<file path="config.mk">
export PLATFORM = sky130hd
export DESIGN_NAME = spi_frame_master
export DESIGN_NICKNAME = d
export VERILOG_FILES = /design/src/rtl/spi_frame_pkg.sv /design/src/rtl/spi_frame_master_byte.sv /design/src/rtl/spi_frame_master.sv
export SDC_FILE = /design/constraint.sdc
export NUM_CORES = 1
export LEC_CHECK = 0
export BUFFER_PORTS_ARGS = -buffer_cell sky130_fd_sc_hd__buf_2
export CAP_MARGIN = 10
export CORE_MARGIN = 5
export CORE_UTILIZATION = 35
export CTS_CLUSTER_DIAMETER = 60
export CTS_CLUSTER_SIZE = 12
export DETAILED_ROUTE_END_ITERATION = 7
export SYNTH_ARGS = -nofsm -noshare
export SYNTH_HDL_FRONTEND = slang
export SYNTH_SLANG_ARGS = --single-unit
</file>
<file path="constraint.sdc">
create_clock -name clk -period 3 [get_ports clk]
set_input_delay 0.45 -clock clk [delete_from_list [all_inputs] [get_ports clk]]
set_output_delay 0.45 -clock clk [all_outputs]
set_load 0.01 [all_outputs]
</file>
<file path="src/rtl/spi_frame_pkg.sv">
// Shared types and helpers for the SPI frame master and its byte engine.
package spi_frame_pkg;

    typedef enum logic [2:0] {
        IDLE,
        LEAD,
        XFER,
        GAP,
        TRAIL,
        DONE
    } state_e;

    // Largest payload is 64 bits, so the byte index never exceeds 8.
    localparam int BYTE_CNT_W = $clog2(8 + 1);

    function automatic int nbytes(input int width);
        return (width + 7) / 8;
    endfunction

endpackage

</file>
<file path="src/rtl/spi_frame_master_byte.sv">
// spi_byte_engine: shifts one byte out on mosi and in from miso.
// Each bit lasts two sclk half-periods of CLK_DIV clk cycles each.
module spi_byte_engine #(
    parameter int CLK_DIV = 50,
    parameter bit CPOL    = 1'b0,
    parameter bit CPHA    = 1'b0
) (
    input  logic       clk,
    input  logic       reset,
    input  logic       byte_start,
    input  logic [7:0] tx_byte,
    output logic [7:0] rx_byte,
    output logic       byte_done,
    output logic       sclk,
    output logic       mosi,
    input  logic       miso
);

    localparam int DIV_W = (CLK_DIV > 1) ? $clog2(CLK_DIV) : 1;

    logic             active_q;
    logic             second_q;
    logic [DIV_W-1:0] div_q;
    logic [2:0]       bit_q;
    logic [7:0]       tx_sh_q;
    logic [7:0]       rx_sh_q;
    logic             sclk_q;
    logic             mosi_q;

    assign sclk      = sclk_q;
    assign mosi      = mosi_q;
    assign byte_done = active_q && second_q && (div_q == '0) && (bit_q == 3'd7);
    // With CPHA=1 the last bit is sampled on the very edge that ends the byte.
    assign rx_byte   = CPHA ? {rx_sh_q[6:0], miso} : rx_sh_q;

    always_ff @(posedge clk or posedge reset) begin
        if (reset) begin
            active_q <= 1'b0;
            second_q <= 1'b0;
            div_q    <= '0;
            bit_q    <= '0;
            tx_sh_q  <= '0;
            rx_sh_q  <= '0;
            sclk_q   <= CPOL;
            mosi_q   <= 1'b0;
        end else if (byte_start) begin
            active_q <= 1'b1;
            second_q <= 1'b0;
            div_q    <= DIV_W'(CLK_DIV - 1);
            bit_q    <= '0;
            tx_sh_q  <= CPHA ? tx_byte : {tx_byte[6:0], 1'b0};
            mosi_q   <= tx_byte[7];
            sclk_q   <= CPOL;
        end else if (active_q) begin
            if (div_q != '0) begin
                div_q <= div_q - 1'b1;
            end else begin
                div_q  <= DIV_W'(CLK_DIV - 1);
                sclk_q <= ~sclk_q;
                if (!second_q) begin
                    second_q <= 1'b1;
                    if (CPHA) begin
                        mosi_q  <= tx_sh_q[7];
                        tx_sh_q <= tx_sh_q << 1;
                    end else begin
                        rx_sh_q <= {rx_sh_q[6:0], miso};
                    end
                end else begin
                    second_q <= 1'b0;
                    if (CPHA) begin
                        rx_sh_q <= {rx_sh_q[6:0], miso};
                    end else if (bit_q != 3'd7) begin
                        mosi_q  <= tx_sh_q[7];
                        tx_sh_q <= tx_sh_q << 1;
                    end
                    if (bit_q == 3'd7) begin
                        active_q <= 1'b0;
                    end else begin
                        bit_q <= bit_q + 1'b1;
                    end
                end
            end
        end
    end

endmodule

</file>
<file path="src/rtl/spi_frame_master.sv">
// SPI frame master: one DATA_W-bit word as NBYTES bytes inside one ss_n window.
//   state | meaning
//   IDLE  | ss_n high, waiting for start
//   LEAD  | ss_n low, sclk idle for CLK_DIV cycles before the first byte
//   XFER  | byte engine shifting one byte
//   GAP   | ss_n low, sclk idle for GAP_CYCLES between bytes
//   TRAIL | ss_n low, sclk idle for CLK_DIV cycles after the last byte
//   DONE  | one cycle: ss_n high, done pulse, rx_word updated, new start accepted
module spi_frame_master
    import spi_frame_pkg::*;
#(
    parameter int DATA_W         = 14,
    parameter int CLK_DIV        = 50,
    parameter bit CPOL           = 1'b0,
    parameter bit CPHA           = 1'b0,
    parameter bit MSB_BYTE_FIRST = 1'b1,
    parameter int GAP_CYCLES     = 2
) (
    input  logic              clk,
    input  logic              reset,
    input  logic              start,
    input  logic [DATA_W-1:0] tx_word,
    output logic              busy,
    output logic              done,
    output logic [DATA_W-1:0] rx_word,
    output logic              sclk,
    output logic              mosi,
    input  logic              miso,
    output logic              ss_n
);

    localparam int NB      = nbytes(DATA_W);
    localparam int TXW     = NB * 8;
    localparam int CNT_MAX = (CLK_DIV > GAP_CYCLES) ? CLK_DIV : GAP_CYCLES;
    localparam int CNT_W   = (CNT_MAX > 1) ? $clog2(CNT_MAX) : 1;

    state_e                  state_q;
    logic [CNT_W-1:0]        cnt_q;
    logic [BYTE_CNT_W-1:0]   idx_q;
    logic [TXW-1:0]          tx_q;
    logic [TXW-1:0]          rx_buf_q;
    logic [DATA_W-1:0]       rx_word_q;
    logic                    busy_q;
    logic                    done_q;
    logic                    ss_n_q;
    logic                    mosi_q;

    logic [TXW-1:0] tx_ext;
    logic [7:0]     cur_byte;
    logic           first_msb;
    logic           more_bytes;
    logic           byte_start;
    logic           byte_done;
    logic [7:0]     eng_rx;
    logic           eng_mosi;

    // tx_q always presents the next byte to send in its outgoing slot.
    assign tx_ext     = TXW'(tx_word);
    assign cur_byte   = MSB_BYTE_FIRST ? tx_q[TXW-1 -: 8] : tx_q[7:0];
    assign first_msb  = MSB_BYTE_FIRST ? tx_ext[TXW-1] : tx_ext[7];
    assign more_bytes = (idx_q != BYTE_CNT_W'(NB));

    assign byte_start = ((state_q == LEAD) && (cnt_q == '0)) ||
                        ((state_q == GAP)  && (cnt_q == '0)) ||
                        ((state_q == XFER) && byte_done && more_bytes && (GAP_CYCLES == 0));

    assign busy    = busy_q;
    assign done    = done_q;
    assign rx_word = rx_word_q;
    assign ss_n    = ss_n_q;
    assign mosi    = (state_q == XFER) ? eng_mosi : mosi_q;

    spi_byte_engine #(
        .CLK_DIV (CLK_DIV),
        .CPOL    (CPOL),
        .CPHA    (CPHA)
    ) u_byte_engine (
        .clk        (clk),
        .reset      (reset),
        .byte_start (byte_start),
        .tx_byte    (cur_byte),
        .rx_byte    (eng_rx),
        .byte_done  (byte_done),
        .sclk       (sclk),
        .mosi       (eng_mosi),
        .miso       (miso)
    );

    always_ff @(posedge clk or posedge reset) begin
        if (reset) begin
            state_q   <= IDLE;
            cnt_q     <= '0;
            idx_q     <= '0;
            tx_q      <= '0;
            rx_buf_q  <= '0;
            rx_word_q <= '0;
            busy_q    <= 1'b0;
            done_q    <= 1'b0;
            ss_n_q    <= 1'b1;
            mosi_q    <= 1'b0;
        end else begin
            done_q <= 1'b0;
            if (byte_start) begin
                tx_q  <= MSB_BYTE_FIRST ? (tx_q << 8) : (tx_q >> 8);
                idx_q <= idx_q + 1'b1;
            end
            // Bytes arrive in send order; shifting them in rebuilds the word.
            if (byte_done) begin
                rx_buf_q <= MSB_BYTE_FIRST ? TXW'({rx_buf_q, eng_rx})
                                           : TXW'({eng_rx, rx_buf_q} >> 8);
            end
            case (state_q)
                IDLE, DONE: begin
                    if (start) begin
                        state_q <= LEAD;
                        tx_q    <= tx_ext;
                        idx_q   <= '0;
                        cnt_q   <= CNT_W'(CLK_DIV - 1);
                        ss_n_q  <= 1'b0;
                        busy_q  <= 1'b1;
                        if (!CPHA) begin
                            mosi_q <= first_msb;
                        end
                    end else begin
                        state_q <= IDLE;
                    end
                end
                LEAD: begin
                    if (cnt_q == '0) begin
                        state_q <= XFER;
                    end else begin
                        cnt_q <= cnt_q - 1'b1;
                    end
                end
                XFER: begin
                    if (byte_done) begin
                        if (more_bytes) begin
                            if (GAP_CYCLES != 0) begin
                                state_q <= GAP;
                                cnt_q   <= CNT_W'(GAP_CYCLES - 1);
                                mosi_q  <= cur_byte[7];
                            end
                        end else begin
                            state_q <= TRAIL;
                            cnt_q   <= CNT_W'(CLK_DIV - 1);
                            mosi_q  <= eng_mosi;
                        end
                    end
                end
                GAP: begin
                    if (cnt_q == '0) begin
                        state_q <= XFER;
                    end else begin
                        cnt_q <= cnt_q - 1'b1;
                    end
                end
                TRAIL: begin
                    if (cnt_q == '0) begin
                        state_q   <= DONE;
                        ss_n_q    <= 1'b1;
                        busy_q    <= 1'b0;
                        done_q    <= 1'b1;
                        rx_word_q <= DATA_W'(rx_buf_q);
                        mosi_q    <= 1'b0;
                    end else begin
                        cnt_q <= cnt_q - 1'b1;
                    end
                end
                default: state_q <= IDLE;
            endcase
        end
    end

endmodule

</file>
==> metrics <==
status finished, final reports clean; syn_area_per_cell 11.2 sq um; clock tree root buffer cell clkbuf_16; setup tns final 0 ps; category of the worst setup path capture point primary output; detailed-route vias per instance 5.06; Cell Pwr Density 842 nW/um^2; wire length of the first global-routing pass 13200 um; fin. max-slew vios 0; final worst path period share 0.823; number of fill cells 1071; Yosys warnings 0; post-route cell area 4730 sq um; Pwr Total 0.00398 W; element type at the critical path start flop; routed length per instance 14.1 um; Clock Latency Late Sink 340 ps; Longest Clk Path Bufs 2; pin slew with the least headroom to its limit 796 ps; type of the tightest min-delay check in -> async; critical path class reg -> out; initial antenna violation count 0; worst vdd rail ir drop 0.385 mV; maximum number of pins on one net before global-route repair 47; half-perimeter wire length of the detailed placement result 5100 um; share of flip-flops with an asynchronous set or reset 1.00; Reg-to-Reg End idx_q[3]; number of nets produced by synthesis 392; count of max-cap constraint violations 0; complex-gate fraction of the synthesized area 0.0836; global router's overall resource usage 0.114; skew final 6.34 ps; origin of the critical flop-to-flop path cnt_q[1]; Post-Synth XOR/XNOR Area 0.0150; data arrival at the endpoint of the critical path 2020 ps; proportion of layout cells with a drive suffix above 1 0.261; minimum period implied by the final worst setup slack 2470 ps; final setup violating endpoints 0; gate count after technology mapping 367; clock slew at reported path FFs 60 ps; die footprint 14000 sq um; count of state elements after synthesis 89; area grow syn2layout 15.4%; number of gates given a new drive strength after cts 0; sum of overflow across all layers after global routing 0; Num CTS Buffers 9; distinct cell type count after synthesis 51; routed via count 2756; worst reg-to-reg setup slack 590 ps; number of post-CTS setup repair buffers 0; CP max FO 17; post-place instance area 4380 sq um; initial standard-cell utilization of the core 0.357; final wirelength 7690 um; Final Hold Fails 0; global placement routability congestion 0.778; number of placement rows 39; RSZ-0062 raised after global routing no; critical path launch point state_q[1]; placed cell count 529; commonest cells in the synthesized netlist dfrtp_1 (88), nand2_1 (52), mux2_2 (37); Relative slew margins 0.468; Detailed Routing Iterations Pass 1 4; DRT iter0 DRCs 82; simple-gate share of the synthesized area 0.165; count of H-tree levels built during CTS 3; most area-hungry cell type in the Yosys netlist dfrtp_1; static leakage 2.30 nW; Inserted Diodes 0; Boundary Pins 37; number of antenna-violating nets in the routed design 0; Remaining DRCs 0; Port Buffer Count 36; count of non-filler cells in the finished layout 545; required time of the worst setup path 2550 ps; TritonCTS clock tree yes; Yosys top cell area share 0.537; Die Width 118 um; vertical die dimension 118 um; biggest area contributors in the synthesized netlist dfrtp_1 (54%), mux2_2 (10%), nand2_1 (4.8%), mux2i_1 (2.9%), nor2_1 (2.7%); most used flip-flop cell after synthesis dfrtp_1; Mapped Area 4100 sq um; most instantiated library cell after synthesis dfrtp_1; cts hold-fix bufs 0; vias in the first global route 2728; post-synthesis share of cell area spent on full adders, half adders and majority gates 0.0214; Final Net Count 422; maximum operating frequency 0.405 GHz; clock sinks 89; combinational family with the most area after synthesis simple AND/OR/NAND/NOR gates; post-synthesis mux area share 0.131; sequential element share of the synthesized area 0.544; Reg2Reg Depth 8; core region area 11500 sq um; EDFF count, synth 0
[per-layer routing]
metal | GRT usage | part of all wire | vias to the layer above
li1 | - | - | 1338
met1 | 0.151 | 0.48 | 1368
met2 | 0.178 | 0.47 | 38
met3 | 0.0296 | 0.028 | 12
met4 | 0.0516 | 0.021 | 0
met5 | 0 | 0 | -
[final cells by class]
type                    count  area [sq um]  area share
well taps                 143           179      0.0378
flip-flops and latches     89          2230       0.471
inverters                   9          35.0     0.00741
clock buffers              10           239      0.0505
multi-input cells         247          1710       0.361
repair buffers             41           230      0.0487
clock inverters             6           113      0.0238
[state kept, by name, summed over array words and instances (netlist names)]
signal and flops:
u_byte_engine.active_q 1, mosi_q 1, rx_buf_q 14, state_q 3, tx_q 16, idx_q 4
u_byte_engine.mosi 1, rx_word 14, busy 1, u_byte_engine.sclk 1, cnt_q 6, done 1
u_byte_engine.bit_q 3, u_byte_engine.rx_byte 8, u_byte_engine.tx_sh_q 7, ss_n 1, u_byte_engine.second_q 1, u_byte_engine.div_q 6
[kinds of logic (layout without fill, tap and decap cells)]
family | count (synthesis) | count (layout)
AND/OR/NAND/NOR | 130 | 130
flip-flops | 89 | 89
AO/OA/AOI/OAI | 54 | 54
multiplexers | 49 | 49
buffers and inverters | 31 | 66
adder cells (fa/ha/maj) | 7 | 7
XOR/XNOR | 7 | 7
[worst max path at each step]
stage | endpoint | slack (ps)
floorplan | busy | 240
global placement | idx_q[3] | 660
detailed placement | idx_q[3] | 610
CTS | mosi | 540
global route | idx_q[3] | 380
finish | mosi | 530
[power by group]
part           leakage, nW  switching [W]  total, W  internal (W)
clock                0.173       0.000475   0.00131      0.000840
combinational        0.964       0.000485  0.000890      0.000405
sequential            1.17       0.000273   0.00178       0.00151
total                 2.30        0.00123   0.00398       0.00275
[layout by cell type, fill, tap and decap left out, types with 2 or more instances in the layout]
master / netlist / layout
dfrtp_1: 88 / 88
nand2_1: 52 / 52
mux2_2: 37 / 37
buf_2: 6 / 36
nor2_1: 30 / 30
a21oi_1: 13 / 13
o21ai_0: 13 / 13
mux2i_1: 12 / 12
nand3_1: 12 / 12
clkbuf_16: 0 / 9
inv_1: 9 / 8
a31oi_1: 7 / 7
ha_1: 7 / 7
xor2_1: 4 / 4
nor3_1: 4 / 4
o21ai_1: 4 / 4
o21a_1: 4 / 4
buf_4: 3 / 4
nand2b_1: 3 / 3
nor3_4: 3 / 3
xnor2_1: 3 / 3
nand4_1: 3 / 3
bufinv_16: 0 / 3
or3b_1: 2 / 2
or2_2: 2 / 2
or3_1: 2 / 2
nor2b_1: 2 / 2
nor4_1: 2 / 2
nor4bb_1: 2 / 2
o31ai_1: 2 / 2
and3_1: 2 / 2
nand3b_1: 2 / 2
clkinv_2: 0 / 2
[worst max-delay path, stage by stage, from the launching register on]
cell and delay [ps]:
dfrtp_1 700, or3b_1 510, mux2_2 320, buf_2 140
[metrics by stage]
| step | hold WS [ps] | setup slack [ps] | util |
|---|---|---|---|
| after floorplan | 450 | 245 | - |
| after CTS | 256 | 539 | 0.412 |
| after global routing | 292 | 381 | 0.412 |
| after detailed placement | 472 | 605 | 0.382 |
| after global placement | 469 | 658 | 0.382 |
| final | 233 | 532 | 0.412 |
(Power assumes the default switching activity.)
